`config.mk`:
```
export PLATFORM = sky130hd
export DESIGN_NAME = pipe_stage_buf
export DESIGN_NICKNAME = d
export VERILOG_FILES = /design/src/rtl/pipe_pkg.sv /design/src/rtl/pipe_entry.sv /design/src/rtl/pipe_stage_buf.sv
export SDC_FILE = /design/constraint.sdc
export NUM_CORES = 1
export LEC_CHECK = 0
export ABC_CLOCK_PERIOD_IN_PS = 8640
export CORE_MARGIN = 4
export CORE_UTILIZATION = 25
export CTS_CLUSTER_SIZE = 20
export DETAILED_ROUTE_END_ITERATION = 16
export PLACE_DENSITY_LB_ADDON = 0.05
export SYNTH_ARGS = -nofsm -noshare
export SYNTH_HDL_FRONTEND = slang
export SYNTH_SLANG_ARGS = --single-unit
```
`constraint.sdc`:
```
create_clock -name clk -period 8.64 [get_ports clk]
set_input_delay 1.728 -clock clk [delete_from_list [all_inputs] [get_ports clk]]
set_output_delay 1.728 -clock clk [all_outputs]
set_load 0.005 [all_outputs]
```
`src/rtl/pipe_pkg.sv`:
```
`default_nettype none
// ============================================================================
// Module  : pipe_pkg
// Purpose : Shared constants and helpers for the parametrised pipeline stage
//           register (pipe_stage_buf) and its storage slot (pipe_entry).
// Rev     : 1.0  initial release
// ============================================================================
package pipe_pkg;

   // Buffering styles selectable through the MODE parameter
   localparam int MODE_PIPE = 0;   // single entry, combinational in_ready
   localparam int MODE_SKID = 1;   // two entries, registered in_ready

   // Instruction word presented while a slot carries a bubble
   localparam logic [31:0] NOP_INSTR = 32'h0000_0000;

   // Part-select base of payload field k inside the packed data vector
   function automatic int fld(input int k, input int data_w);
      return k * data_w;
   endfunction

endpackage : pipe_pkg
`default_nettype wire

```
`src/rtl/pipe_entry.sv`:
```
`default_nettype none
// ============================================================================
// Module  : pipe_entry
// Purpose : One storage slot of a pipeline stage: {valid, instr, pc, data}.
//           A load captures new contents and marks the slot valid.
//           A clear invalidates the slot and, with ZERO_BUBBLE set, also
//           turns the payload into a NOP so bubbles are visibly empty.
//           Load wins if both are raised. The enclosing stage never raises
//           both at once.
// Rev     : 1.0  initial release
// ============================================================================
module pipe_entry
   import pipe_pkg::*;
#(
   parameter int PAY_W       = 96,
   parameter int ZERO_BUBBLE = 1
) (
   input  logic             clk,
   input  logic             reset,
   input  logic             i_load,
   input  logic             i_clear,
   input  logic [31:0]      i_instr,
   input  logic [31:0]      i_pc,
   input  logic [PAY_W-1:0] i_data,
   output logic             o_valid,
   output logic [31:0]      o_instr,
   output logic [31:0]      o_pc,
   output logic [PAY_W-1:0] o_data
);

   logic             r_valid;
   logic [31:0]      r_instr;
   logic [31:0]      r_pc;
   logic [PAY_W-1:0] r_data;

   // Slot register: async clear on reset, load new entry or retire the old one
   always_ff @(posedge clk or posedge reset) begin
      if (reset) begin
         r_valid <= 1'b0;
         r_instr <= NOP_INSTR;
         r_pc    <= 32'h0;
         r_data  <= '0;
      end else if (i_load) begin
         r_valid <= 1'b1;
         r_instr <= i_instr;
         r_pc    <= i_pc;
         r_data  <= i_data;
      end else if (i_clear) begin
         r_valid <= 1'b0;
         // Without zeroing the stale payload is kept so it can still be inspected
         if (ZERO_BUBBLE != 0) begin
            r_instr <= NOP_INSTR;
            r_pc    <= 32'h0;
            r_data  <= '0;
         end
      end
   end

   assign o_valid = r_valid;
   assign o_instr = r_instr;
   assign o_pc    = r_pc;
   assign o_data  = r_data;

endmodule : pipe_entry
`default_nettype wire

```
`src/rtl/pipe_stage_buf.sv`:
```
`default_nettype none
// ============================================================================
// Module  : pipe_stage_buf
// Purpose : Parametrised inter-stage pipeline register carrying instr, pc and
//           NFIELD payload words with a valid/ready handshake, synchronous
//           flush, optional bubble zeroing and a saturating bubble counter.
//           MODE_PIPE : one entry, in_ready = out_ready | ~out_valid.
//           MODE_SKID : main + skid entry, in_ready = ~skid_valid (a register),
//                       full throughput without a combinational ready path.
// Rev     : 1.0  initial release
// ============================================================================
module pipe_stage_buf
   import pipe_pkg::*;
#(
   parameter int DATA_W      = 32,
   parameter int NFIELD      = 3,
   parameter int MODE        = 0,
   parameter int ZERO_BUBBLE = 1,
   parameter int CNT_W       = 16
) (
   input  logic                     clk,
   input  logic                     reset,
   input  logic                     flush,
   input  logic                     in_valid,
   output logic                     in_ready,
   input  logic [31:0]              in_instr,
   input  logic [31:0]              in_pc,
   input  logic [DATA_W*NFIELD-1:0] in_data,
   output logic                     out_valid,
   input  logic                     out_ready,
   output logic [31:0]              out_instr,
   output logic [31:0]              out_pc,
   output logic [DATA_W*NFIELD-1:0] out_data,
   output logic [CNT_W-1:0]         bubble_cnt
);

   localparam int PAY_W = DATA_W * NFIELD;

   // Main (head) entry: always present, drives the stage outputs
   logic             w_main_valid;
   logic [31:0]      w_main_instr;
   logic [31:0]      w_main_pc;
   logic [PAY_W-1:0] w_main_data;
   logic             w_main_load;
   logic             w_main_clear;
   logic [31:0]      w_main_src_instr;
   logic [31:0]      w_main_src_pc;
   logic [PAY_W-1:0] w_main_src_data;

   // Handshake events, both evaluated at the same clock edge
   logic w_accept;
   logic w_pop;

   logic [CNT_W-1:0] r_bubble_cnt;

   assign w_accept = in_valid & in_ready;
   assign w_pop    = w_main_valid & out_ready;

   pipe_entry #(
      .PAY_W       (PAY_W),
      .ZERO_BUBBLE (ZERO_BUBBLE)
   ) u_main (
      .clk     (clk),
      .reset   (reset),
      .i_load  (w_main_load),
      .i_clear (w_main_clear),
      .i_instr (w_main_src_instr),
      .i_pc    (w_main_src_pc),
      .i_data  (w_main_src_data),
      .o_valid (w_main_valid),
      .o_instr (w_main_instr),
      .o_pc    (w_main_pc),
      .o_data  (w_main_data)
   );

   generate
      if (MODE == MODE_SKID) begin : g_skid
         logic             w_skid_valid;
         logic [31:0]      w_skid_instr;
         logic [31:0]      w_skid_pc;
         logic [PAY_W-1:0] w_skid_data;
         logic             w_skid_load;
         logic             w_skid_clear;

         pipe_entry #(
            .PAY_W       (PAY_W),
            .ZERO_BUBBLE (ZERO_BUBBLE)
         ) u_skid (
            .clk     (clk),
            .reset   (reset),
            .i_load  (w_skid_load),
            .i_clear (w_skid_clear),
            .i_instr (in_instr),
            .i_pc    (in_pc),
            .i_data  (in_data),
            .o_valid (w_skid_valid),
            .o_instr (w_skid_instr),
            .o_pc    (w_skid_pc),
            .o_data  (w_skid_data)
         );

         // Ready comes straight from the skid valid flop: room while skid is empty
         assign in_ready = ~w_skid_valid;

         // Main refills from skid when one is parked there, otherwise from input.
         // With skid occupied in_ready is low, so an accept never competes.
         assign w_main_load  = ~flush & ((w_accept & (~w_main_valid | w_pop)) |
                                         (w_pop & w_skid_valid));
         assign w_main_clear = flush | (w_pop & ~w_skid_valid & ~w_accept);

         // Skid captures the input only when main is busy and not draining
         assign w_skid_load  = ~flush & w_accept & w_main_valid & ~w_pop;
         assign w_skid_clear = flush | (w_pop & w_skid_valid);

         assign w_main_src_instr = w_skid_valid ? w_skid_instr : in_instr;
         assign w_main_src_pc    = w_skid_valid ? w_skid_pc    : in_pc;
         assign w_main_src_data  = w_skid_valid ? w_skid_data  : in_data;
      end else begin : g_pipe
         // Accept whenever the head is empty or leaving this cycle
         assign in_ready = out_ready | ~w_main_valid;

         assign w_main_load  = ~flush & w_accept;
         assign w_main_clear = flush | (w_pop & ~w_accept);

         assign w_main_src_instr = in_instr;
         assign w_main_src_pc    = in_pc;
         assign w_main_src_data  = in_data;
      end
   endgenerate

   // Bubble counter: one count per edge with no valid head, stuck at all-ones
   always_ff @(posedge clk or posedge reset) begin
      if (reset) begin
         r_bubble_cnt <= '0;
      end else if (!w_main_valid && (r_bubble_cnt != {CNT_W{1'b1}})) begin
         r_bubble_cnt <= r_bubble_cnt + CNT_W'(1);
      end
   end

   assign out_valid  = w_main_valid;
   assign out_instr  = w_main_instr;
   assign out_pc     = w_main_pc;
   assign bubble_cnt = r_bubble_cnt;

   // Field k of the head is routed to field k of the output, never reordered
   generate
      for (genvar k = 0; k < NFIELD; k++) begin : g_fld
         assign out_data[fld(k, DATA_W) +: DATA_W] = w_main_data[fld(k, DATA_W) +: DATA_W];
      end
   endgenerate

endmodule : pipe_stage_buf
`default_nettype wire
```
==> metrics.txt, run 1 <==
status=finished clean; largest area contributor in the netlist=dfrtp_1; area grow syn2layout=65.7%; Core Region=between 20,000 and 30,000 um^2; flop2flop setup slack=just under 6 ns; most frequent cell after synthesis=dfrtp_1; share of cells above drive strength 1=0.0609; Leak Pwr=approximately 4.7 nW; CTS H-Tree Depth=4; first-pass GRT wire length=33,000 um; Comb power frac=0.174; Sw Ratio=0.266; Root Buffer=clkbuf_16; fin. max-slew vios=0; DP HPWL=15,300 um; worst-margin pin slew=~1.1 ns; FF/Latch Area=about 4400 um^2; clock slew at reported path FFs=0.07 ns; Avg Cell Area, Syn=14.7 um^2; max_slew headroom=0.248; CTS max path bufs=2; Reg power frac=0.463; Die Ht=169 um; Clock Sinks=177; top post-synthesis cells by area=dfrtp_1 (68%), a22o_1 (21%), buf_2 (2.1%); largest net degree at the start of global routing=130; DRC=0; initial antenna violation count=1; Max VDD drop=0.0000984 V; crit path max fanout=4; Nets=941; hold buffers post-CTS=0; Synth Cell Area=around 6500 um^2; starting density of the core=0.257; clk_skew=0.0111 ns; fraction of registers with async set/reset=1.00; MaxCap Viol Count=0; Yosys reg bits=177; PwrDens=189 nW/um^2; Hold Path Class=reg2reg; CP Class=in2out; Post-synth EDFFs=0; cell count after synthesis=444; switching pwr=0.000543 W; final core utilization=0.425; period utilization=0.543; Synth cell types=34; fmax=0.213 GHz; hold slack=0.504 ns; row cnt=58; CP arrival=2.96 ns; crit path time final=4.69 ns; Routed Antenna Nets=0; startpoint type of the worst setup path=primary input; Die Width=between 150 and 200 um; # fillers=approximately 2,400; Primary FF master, synth=dfrtp_1; Clk pwr share=0.363; Initial DRT Pass Iterations=4; area of placed instances=just over 10,000 um^2; WP data required=6.91 ns; Setup Buffers After CTS=0; Die ar.=between 20,000 and 30,000 um^2; Synth top cells by count=dfrtp_1 (177), a22o_1 (160), buf_2 (27), nor2_1 (11), nand2_1 (8); internal power=around 0.0015 W; grt ovf=0; TritonCTS clock tree=built; part of the Yosys area used for sequential elements=0.679; area of the multi-input gates=1920 um^2; Final setup viols=0; Resized cells post-CTS=0; clock latency reported for the late side of the worst-skew pair=0.42 ns; Via density=4.60; Via Count=5,144; DR iter-0 viols=approximately 270; n_diodes=0; Ports=343; overall power=0.00204 W; final hold violation count=0; Inserted Clock Buffers=17; Design Area, Final=between 10,000 and 15,000 um^2; syn nets=610; GRT Total Usage=0.146; RSZ-0062 raised after global routing=no; wire length per cell=19.4 um; Ys Warns=0; final WL=approximately 22,000 um; vias in the first global route=approximately 5,500; Setup crit end kind=output port; Final Wtd Congestion=0.786; post-synth top area share=0.679; IO buf count=342; setup TNS=0 ns
-- sequential cells by signal, indices dropped and copies added (netlist names) --
name and count:
bubble_cnt 16, u_main.o_data 96, u_main.o_instr 32, u_main.o_pc 32, u_main.o_valid 1
-- layout make-up --
type	count	area share
clock buffer	19	0.0410
clock inverter	13	0.0110
multi-input combinational	231	0.178
timing repair buffer	346	0.321
inverter	2	0.00116
sequential	177	0.410
tap	330	0.0382
-- critical path, cell delays in order --
cell	delay [ns]
clkdlybuf4s50_1	0.45
and2b_1	0.22
inv_1	0.07
clkdlybuf4s50_1	0.49
-- cell usage in the layout, fill, tap and decap left out, drive strengths merged --
master         netlist  final
or4                  1      1
clkinvlp             0      4
dfrtp              177    177
nand4                3      3
xor2                 4      4
nand3b               1      1
nor3                 2      2
clkdlybuf4s50        0    342
o211ai               2      2
mux2                 4      4
a21oi                5      5
nand2                8      8
nor3b                2      2
o21a                 2      2
clkbuf               6     19
inv                  2      9
clkinv               0      2
a21boi               2      2
nor4b                1      1
a22o               160    160
ha                   1      1
nand4b               2      2
nor2                12     12
nand2b               1      1
and3                 2      2
a31oi                2      2
xnor2                3      3
and2b                2      2
buf                 28      4
nor4                 1      1
nand3                8      8
-- power by group through the flow --
stage | clock network [W] | logic [W] | registers [W]
6_report | 0.000740 | 0.000355 | 0.000945
5_1_grt | 0.000803 | 0.000386 | 0.000955
4_1_cts | 0.000768 | 0.000365 | 0.000945
3_5_place_dp | 0 | 0.000364 | 0.000959
3_3_place_gp | 0 | 0.000362 | 0.000959
2_1_floorplan | 0 | 0.000119 | 0.000957
-- metal layers --
| layer | global-route usage | vias up | wire [um] |
|---|---|---|---|
| met4 | 0.0427 | 2 | 369 |
| met2 | 0.249 | 211 | 10900 |
| li1 | - | 2363 | - |
| met1 | 0.174 | 2548 | 8540 |
| met5 | 0 | - | 7 |
| met3 | 0.0543 | 20 | 1840 |
-- metrics by stage --
stage / setup WS, ns / instances
2_1_floorplan: 2.11 / 444
3_3_place_gp: 3.93 / 1086
3_5_place_dp: 3.94 / 1086
4_1_cts: 3.94 / 1118
5_1_grt: 3.90 / 1118
6_report: 3.95 / 1118
-- worst paths after layout --
check / start / endpoint / depth (start not counted)
worst min-delay path: u_main.o_data[29] / u_main.o_data[29] / 1
worst max-delay path: out_ready / in_ready / 4
worst max register to register: u_main.o_valid / u_main.o_instr[26] / 5
min in group asynchronous: reset / u_main.o_data[70] / 2
max in group asynchronous: reset / u_main.o_data[63] / 3
worst min register to register: u_main.o_data[29] / u_main.o_data[29] / 1
-- kinds of logic after synthesis --
| group | count (synthesis) | synth area share |
|---|---|---|
| flip-flops | 177 | 0.679 |
| AO/OA/AOI/OAI | 173 | 0.228 |
| AND/OR/NAND/NOR | 46 | 0.0474 |
| buffers and inverters | 36 | 0.0265 |
| XOR/XNOR | 7 | 0.00941 |
| multiplexers | 4 | 0.00691 |
| adder cells (fa/ha/maj) | 1 | 0.00192 |
Note: power is estimated with default switching activity, not from simulation.
==> run 2: changes to the inputs <==
--- a/config.mk
+++ b/config.mk
@@ -5,7 +5,7 @@
 export SDC_FILE = /design/constraint.sdc
 export NUM_CORES = 1
 export LEC_CHECK = 0
-export ABC_CLOCK_PERIOD_IN_PS = 8640
+export ABC_CLOCK_PERIOD_IN_PS = 4310
 export CORE_MARGIN = 4
 export CORE_UTILIZATION = 25
 export CTS_CLUSTER_SIZE = 20
==> constraint.sdc (replaced) <==
create_clock -name clk -period 4.31 [get_ports clk]
set_input_delay 0.862 -clock clk [delete_from_list [all_inputs] [get_ports clk]]
set_output_delay 0.862 -clock clk [all_outputs]
set_load 0.005 [all_outputs]
==> metrics.txt, run 2 (synthesis gave the netlist of run 1 again) <==
status=finished clean; Via density=4.60 (about the same); Final Wtd Congestion=0.769 (-2.2%); MaxCap Viol Count=0 (unchanged); clock slew at reported path FFs=0.06 ns (about the same); area grow syn2layout=66.6%; WP data required=3.45 ns (-3.46 ns); clock latency reported for the late side of the worst-skew pair=0.43 ns (about the same); Root Buffer=clkbuf_16; PwrDens=385 nW/um^2 (+100%); Resized cells post-CTS=0 (unchanged); Die Width=169 um (unchanged); crit path max fanout=4 (unchanged); dpl ws=1.31 ns (-2.62 ns); final WL=22,100 um (+2.0%); Hold Path Class=reg2reg; share of cells above drive strength 1=0.0621 (+0.00119); DR iter-0 viols=228 (-16%); commonest non-fill, non-tap cell in the layout=clkdlybuf4s50_1; max reg flops=96 (unchanged); CTS max path bufs=2 (unchanged); first-pass GRT wire length=33,500 um (+1.2%); fmax=0.338 GHz; area of the multi-input gates=1920 um^2 (unchanged); period utilization=0.686; largest net degree at the start of global routing=161 (+24%); Die Ht=169 um (unchanged); CTS H-Tree Depth=4 (unchanged); DP HPWL=15,300 um (-0.31%); setup TNS=0 ns (unchanged); Leak Pwr=4.73 nW (+0.49%); CP Class=in2out; Setup Buffers After CTS=0 (unchanged); Initial DRT Pass Iterations=4 (unchanged); IO buf count=342 (unchanged); Clock Sinks=177 (unchanged); grt ovf=0 (unchanged); Core Region=25,400 um^2 (unchanged); Final setup viols=0 (unchanged); Ports=343 (unchanged); commonest cells after routing, fill and taps aside=clkdlybuf4s50_1 (342), dfrtp_1 (177), a22o_1 (160); # fillers=2,363 (+0.30%); fin worst setup slack=1.35 ns (-2.60 ns); wire length per cell=19.7 um (+1.9%); final hold violation count=0 (unchanged); Max VDD drop=0.000221 V (+120%); Nets=942 (+0.11%); max_slew headroom=0.405 (+0.157); Inserted Clock Buffers=17 (unchanged); Setup crit end kind=output port; startpoint type of the worst setup path=primary input; vias in the first global route=5,482 (-1.2%); TritonCTS clock tree=built; GRT Total Usage=0.150 (+0.00368); Die ar.=28,700 um^2 (unchanged); row cnt=58 (unchanged); RSZ-0062 raised after global routing=no; starting density of the core=0.257 (unchanged); FF/Latch Area=4430 um^2 (unchanged); CP arrival=2.10 ns (-0.86 ns); worst-margin pin slew=0.892 ns (-0.235 ns); Via Count=5,152 (+0.16%); crit path time final=2.96 ns; Routed Antenna Nets=0 (unchanged); initial antenna violation count=1 (unchanged); fin. max-slew vios=0 (unchanged); hold buffers post-CTS=0 (unchanged); clk_skew=0.0207 ns (+0.00961 ns); DRC=0 (unchanged)
run 2: cell count changes in the layout (fill, tap and decap cells not counted):
| cell | delta |
|---|---|
| diode_2 | +1 |
| bufinv_16 | +1 |
| buf_4 | -1 |
| clkinv_4 | -1 |
| buf_12 | +2 |
run 2: power by group:
group	total, W	switching [W]	internal, W
clock network	0.00157	0.000731	0.000838
registers	0.00189	0.000110	0.00178
logic	0.000722	0.000277	0.000445
run 2: metal layers:
| metal | routed length [um] | track usage | up-vias |
|---|---|---|---|
| li1 | - | - | 2364 |
| met1 | 8880 | 0.182 | 2548 |
| met2 | 10800 | 0.246 | 221 |
| met3 | 1930 | 0.0599 | 19 |
| met4 | 459 | 0.0501 | 0 |
| met5 | 0 | 0 | - |
run 2: path summary, 6_finish.rpt:
| kind | startpoint | to | slack, ns | cells past startpoint |
|---|---|---|---|---|
| max in group asynchronous | reset | u_main.o_pc[16] | 2.69 | 3 |
| min in group asynchronous | reset | u_main.o_data[18] | 0.95 | 3 |
| setup reg to reg | u_main.o_valid | u_main.o_data[46] | 2.11 | 5 |
| setup / recovery | out_ready | in_ready | 1.35 | 4 |
| hold / removal | u_main.o_data[12] | u_main.o_data[12] | 0.51 | 1 |
| hold reg to reg | u_main.o_data[12] | u_main.o_data[12] | 0.51 | 1 |
run 2: cell type report:
type / instances / area share
Sequential cell: 177 / 0.408
Clock buffer: 19 / 0.0408
Clock inverter: 13 / 0.0130
Inverter: 2 / 0.00104
Antenna cell: 1 / 0.000230
Timing Repair Buffer: 347 / 0.322
Tap cell: 330 / 0.0380
Multi-Input combinational cell: 231 / 0.177
run 2: metrics by stage:
stage | hold WS, ns | utilization | total power (W) | cells | instance area, um^2
2_1_floorplan | 0.498 | - | 0.00216 | 444 | 6520
3_3_place_gp | 0.486 | 0.404 | 0.00266 | 1087 | 10300
3_5_place_dp | 0.490 | 0.404 | 0.00266 | 1087 | 10300
4_1_cts | 0.508 | 0.427 | 0.00426 | 1119 | 10900
5_1_grt | 0.519 | 0.428 | 0.00440 | 1120 | 10900
6_report | 0.505 | 0.428 | 0.00418 | 1120 | 10900
run 2: critical path, cell delays in order:
cell             delay, ns
clkdlybuf4s50_1       0.44
and2b_1               0.23
inv_1                 0.07
clkdlybuf4s50_1       0.49
==> RTL edit 1, RTL diff (settings of run 1) <==
The parameter `MODE` goes from 0 to 1.
--- a/src/rtl/pipe_stage_buf.sv
+++ b/src/rtl/pipe_stage_buf.sv
@@ -14,7 +14,7 @@
 #(
    parameter int DATA_W      = 32,
    parameter int NFIELD      = 3,
-   parameter int MODE        = 0,
+   parameter int MODE        = 1,
    parameter int ZERO_BUBBLE = 1,
    parameter int CNT_W       = 16
 ) (
Check against the original RTL: not equivalent (a bounded check fails within 4 cycles, from zero or initial values and one cycle with reset high).
==> RTL edit 1 against run 1 <==
- clock skew is 2.3 ps lower
- routed wire length is 110% higher
- sequential cell count is 161 higher
- setup slack better by 600 ps
- utilization is 6.9 points lower
- power is 110% higher
- synthesized area is 110% higher
- final area is 78% higher
- critical endpoint is now g_skid.u_skid.o_data[77]$_DFFE_PP0P_
- largest power group is now the clock network
- highest routed layer unchanged
==> RTL edit 1: results (changes against run 1) <==
synth:
  synth_ff_type: "dfrtp_1"
  synth_nets: 1304  # +110%
  yosys-top-cells-area: "dfrtp_1, mux2i_1, a22o_1, o21ai_0, nand2_1"
  synth_compound_area_share_pct: 16.84  # -6.0 points
  synthXorXnorAreaFrac_pct: 0.7008  # -0.24 points
  synth_warnings: 0  # unchanged
  ys_top_cells_by_count: "dfrtp_1, nand2_1, a22o_1, mux2i_1, o21ai_0"
  synth.mux.area_fraction_pct: 11.89  # +11 points
  synth.distinct_cells: 39  # +15%
  synth-seq-area-share_pct: 61.52  # -6.4 points
  yosys.area_share.adder_pct: 0.09101  # -0.10 points
  synth-async-reset-ratio_pct: 100.0  # unchanged
placement:
  hpwl_microns: 27740  # +81%
  gp_congestion: 0.7429  # -5.5%
  port_buffers: 342  # unchanged
setup_path:
  crit_arrival_ps: 4580  # +1620 ps
  crit_path_max_fanout: 65  # +61
  r2r_setup_slack_ps: 4550  # -1300 ps
detailed_routing:
  drt-initial-drc-count: 477  # +75%
  via_per_inst: 4.673  # +1.6%
  wire_per_inst_microns: 21.25  # +9.7%
  drt_pass1_iterations: 4  # unchanged
worst_hold_path:
  hp-class: "reg2reg"
sta:
  fin_skew_ps: 8.805  # -2.283 ps
  relSlewSlack_pct: 25.42  # +0.58 points
  setup_viol: 0  # unchanged
global_route:
  grt_antenna_before_repair: 5  # +4
  grtUsageTotal_pct: 15.49  # +0.84 points
  grt_max_degree: 161  # +24%
  grt_pass1_wl_microns: 71250  # +120%
  grt_pass1_vias: 10684  # +93%
power:
  intPower_w: 0.003148  # +110%
  power_leakage_nw: 8.140  # +73%
  ir_drop_uv: 119.1  # +21%
cts:
  cts.clk_slew.worst_paths_ps: 60
  post-cts-setup-buffers: 0  # unchanged
  cts-root-buf: "clkbuf_16"
  post_cts_resized: 0  # unchanged
  clock_latency_ps: 550  # +130 ps
  cts_buffers: 42  # +25
  cts_htree_levels: 2  # -2
  cts_max_path_buffers: 3  # +1
finish:
  drive_above_1_share_pct: 6.098  # +0.0062 points
  seqCellArea_sq_um: 8462  # +91%
  fill_cells: 5348  # +130%
  fin_nets: 1613  # +71%
outcome:
  status: "finished, final reports clean"
## RTL edit 1: cell types whose count changed after synthesis, moves of 4 or more
cell             run 1  this run
buf_2               27        59
clkbuf_1             6        25
nand3_1              6         2
nor2_1              11         3
dfrtp_1            177       338
inv_1                2         7
o21ai_0              0       139
nand2_1              8       170
nor3_1               1         6
mux2i_1              0       160
o21ai_1              0        26
## RTL edit 1: metal layers
layer	vias up	share of wire (%)	track usage, %
met2	228	46	24.25
li1	4718	-	-
met3	65	5.7	4.162
met5	-	0.065	0
met1	5146	46	21.48
met4	6	1.9	3.671
## RTL edit 1: path summary, 6_finish.rpt
path,end,cells past startpoint,from
worst max-delay path,g_skid.u_skid.o_data[77]$_DFFE_PP0P_,6,g_skid.u_skid.o_valid$_DFFE_PP0P_
worst min-delay path,u_main.o_pc[25]$_DFFE_PP0P_,2,u_main.o_pc[25]$_DFFE_PP0P_
worst max register to register,g_skid.u_skid.o_data[77]$_DFFE_PP0P_,6,g_skid.u_skid.o_valid$_DFFE_PP0P_
worst min register to register,u_main.o_pc[25]$_DFFE_PP0P_,2,u_main.o_pc[25]$_DFFE_PP0P_
max in group asynchronous,g_skid.u_skid.o_valid$_DFFE_PP0P_,3,reset
min in group asynchronous,u_main.o_pc[20]$_DFFE_PP0P_,2,reset
## RTL edit 1: critical path, stage by stage (launching register included)
cell      delay [ps]
dfrtp_4          770
buf_4            690
nand2b_1         360
o21ai_1          150
a21oi_4          880
buf_4            760
a22o_1           260
## RTL edit 1: cell families after synthesis
| logic type | after synthesis |
|---|---|
| XOR/XNOR | 11 |
| AND/OR/NAND/NOR | 195 |
| buffers and inverters | 95 |
| flip-flops | 338 |
| AO/OA/AOI/OAI | 335 |
| adder cells (fa/ha/maj) | 1 |
| multiplexers | 163 |
## RTL edit 1: power groups by stage
stage	Sequential, W	Combinational, W	Clock, W
floorplan	0.00178	0.000229	0
global placement	0.00180	0.000570	0
detailed placement	0.00180	0.000571	0
CTS	0.00177	0.000574	0.00195
global route	0.00178	0.000609	0.00201
finish	0.00177	0.000554	0.00187
## RTL edit 1: layout make-up
class | count | share of cell area, %
Antenna cell | 3 | 0.03893
Clock buffer | 62 | 6.676
Clock inverter | 11 | 0.9537
Inverter | 7 | 0.1557
Multi-Input combinational cell | 705 | 25.34
Sequential cell | 338 | 43.88
Tap cell | 696 | 4.516
Timing Repair Buffer | 353 | 18.44
## RTL edit 1: metrics by stage
step / setup WS [ps] / area (sq um) / cells / hold WS, ps
CTS: 4437 / 19280 / 2172 / 485.0
detailed placement: 3964 / 17810 / 2099 / 470.7
floorplan: 2393 / 13750 / 1138 / 472.7
global placement: 4006 / 17810 / 2099 / 461.3
global route: 4242 / 19280 / 2173 / 494.4
finish: 4545 / 19280 / 2175 / 476.8
==> RTL edit 2, RTL diff (flow settings as in run 1) <==
Without the edit above. Reset style: synchronous (`reset`), changed in 2 clocked blocks. Comments in the files are not updated.
--- a/src/rtl/pipe_entry.sv
+++ b/src/rtl/pipe_entry.sv
@@ -34,7 +34,7 @@
    logic [PAY_W-1:0] r_data;
 
    // Slot register: async clear on reset, load new entry or retire the old one
-   always_ff @(posedge clk or posedge reset) begin
+   always_ff @(posedge clk) begin
       if (reset) begin
          r_valid <= 1'b0;
          r_instr <= NOP_INSTR;
--- a/src/rtl/pipe_stage_buf.sv
+++ b/src/rtl/pipe_stage_buf.sv
@@ -129,7 +129,7 @@
    endgenerate
 
    // Bubble counter: one count per edge with no valid head, stuck at all-ones
-   always_ff @(posedge clk or posedge reset) begin
+   always_ff @(posedge clk) begin
       if (reset) begin
          r_bubble_cnt <= '0;
       end else if (!w_main_valid && (r_bubble_cnt != {CNT_W{1'b1}})) begin
Check against the original RTL: differs if reset is asserted again (counterexample within 4 cycles, from zero or initial values and one cycle with reset high); with reset held inactive, the same outputs for 4 cycles.
==> RTL edit 2 against run 1 <==
- global-route usage grew 1.2 points
- critical endpoint unchanged
- setup slack worse by 29 ps
- final area down 3.4%
- critical path type unchanged
- sequential cell count unchanged
- routed wire length increased by 6.3%
- fmax fell by 0.61%
- die area down 4.6%
- power decreased by 8.1%
- largest power group unchanged
- count of clock-buffer cells in the layout shrank 1
- synthesized area fell by 4.9%
- worst hold slack got worse by 7.7 ps
==> RTL edit 2: results (changes against run 1) <==
detailed_routing:
  wire_per_inst_microns: 17.88  # -7.6%
  route.met3.wl_microns: 2122  # +16%
  highest_layer: "met4"
  wl_met2_microns: 11260  # +3.3%
  drt-met1-wl_microns: 9117  # +6.8%
  drt-initial-drc-count: 444  # +63%
  vias: 5925  # +15%
finish:
  drive_above_1_share_pct: 5.411  # -0.68 points
  final-instance-count-excl-fill: 1286  # +15%
global_route:
  grt_use_met3_pct: 6.776  # +1.3 points
  grtUsageTotal_pct: 15.85  # +1.2 points
  met1_usage_pct: 18.52  # +1.1 points
  grt_max_degree: 84  # -35%
  grtUsageMet2_pct: 26.13  # +1.2 points
  grt_pass1_wl_microns: 33780  # +2.2%
synth:
  synth-seq-area-share_pct: 57.14  # -11 points
  syn_area_per_cell_sq_um: 9.796  # -33%
  ys_top_cells_by_count: "dfxtp_1, nor2_1, a22oi_1"
  synth_ff_type: "dfxtp_1"
  yosys-top-cells-area: "dfxtp_1, a22oi_1, nor2_1, buf_2, clkbuf_1"
  synth-async-reset-ratio_pct: 0  # -100 points
  synth_nets: 799  # +31%
power:
  p_seq_w: 0.000856  # -9.4%
  switching_share_pct: 24.58  # -2.0 points
  powerClk_w: 0.000797  # +7.7%
  intPower_w: 0.001414  # -5.5%
  ir_drop_uv: 90.09  # -8.4%
setup_path:
  crit_path_max_fanout: 3  # -1
  crit_arrival_ps: 2990  # +30 ps
placement:
  gp_congestion: 0.7424  # -5.6%
worst_hold_path:
  holdCritStartpoint: "u_main.o_instr[8]$_SDFFE_PP0P_"
outcome:
  status: "finished, final reports clean"
[RTL edit 2: cell types whose count changed in the layout (fill, tap and decap cells not counted), moves of 5 or more]
| cell | before | now |
|---|---|---|
| dfrtp_1 | 177 | 0 |
| dfxtp_1 | 0 | 177 |
| a22o_1 | 160 | 0 |
| a22oi_1 | 0 | 160 |
| nor2_1 | 11 | 167 |
| buf_4 | 3 | 8 |
[RTL edit 2: worst max-delay path, delay by kind of cell]
kind,cells,cell delay (ps)
AND/OR/NAND/NOR,1,220
buffers and inverters,3,1030
[RTL edit 2: final cells by class]
type	count	area [sq um]
clock inverters	14	172.7
repair buffers	349	3473
well taps	324	405.4
diodes	1	2.502
inverters	5	18.77
clock buffers	18	429.2
multi-input cells	398	2395
flip-flops and latches	177	3543
fillers	2444	13950
[RTL edit 2: path summary, 6_finish.rpt]
| kind | depth (start not counted) | endpoint | slack [ps] |
|---|---|---|---|
| max reg2reg | 6 | u_main.o_instr[14]$_SDFFE_PP0P_ | 5910 |
| min | 2 | u_main.o_instr[8]$_SDFFE_PP0P_ | 500 |
| max | 4 | in_ready | 3920 |
| min reg2reg | 2 | u_main.o_instr[8]$_SDFFE_PP0P_ | 500 |
[RTL edit 2: cells by family (layout without fill, tap and decap cells)]
family / count (synthesis) / after routing / synth area share [%]
flops: 177 / 177 / 57.14
buf+inv: 58 / 386 / 4.237
compound gates: 186 / 186 / 22.52
mux: 3 / 3 / 0.5246
simple gates: 208 / 208 / 15.38
fa+ha+maj: 1 / 1 / 0.2017
other cells: 0 / 1 / 0
[RTL edit 2: stage by stage]
step	instance area, sq um	utilization [%]	setup WS, ps
after global placement	9836	40.33	3916
after CTS	10440	42.79	3913
after detailed placement	9836	40.33	3916
final	10440	42.80	3919
after floorplan	6201	-	4859
after global routing	10440	42.80	3891
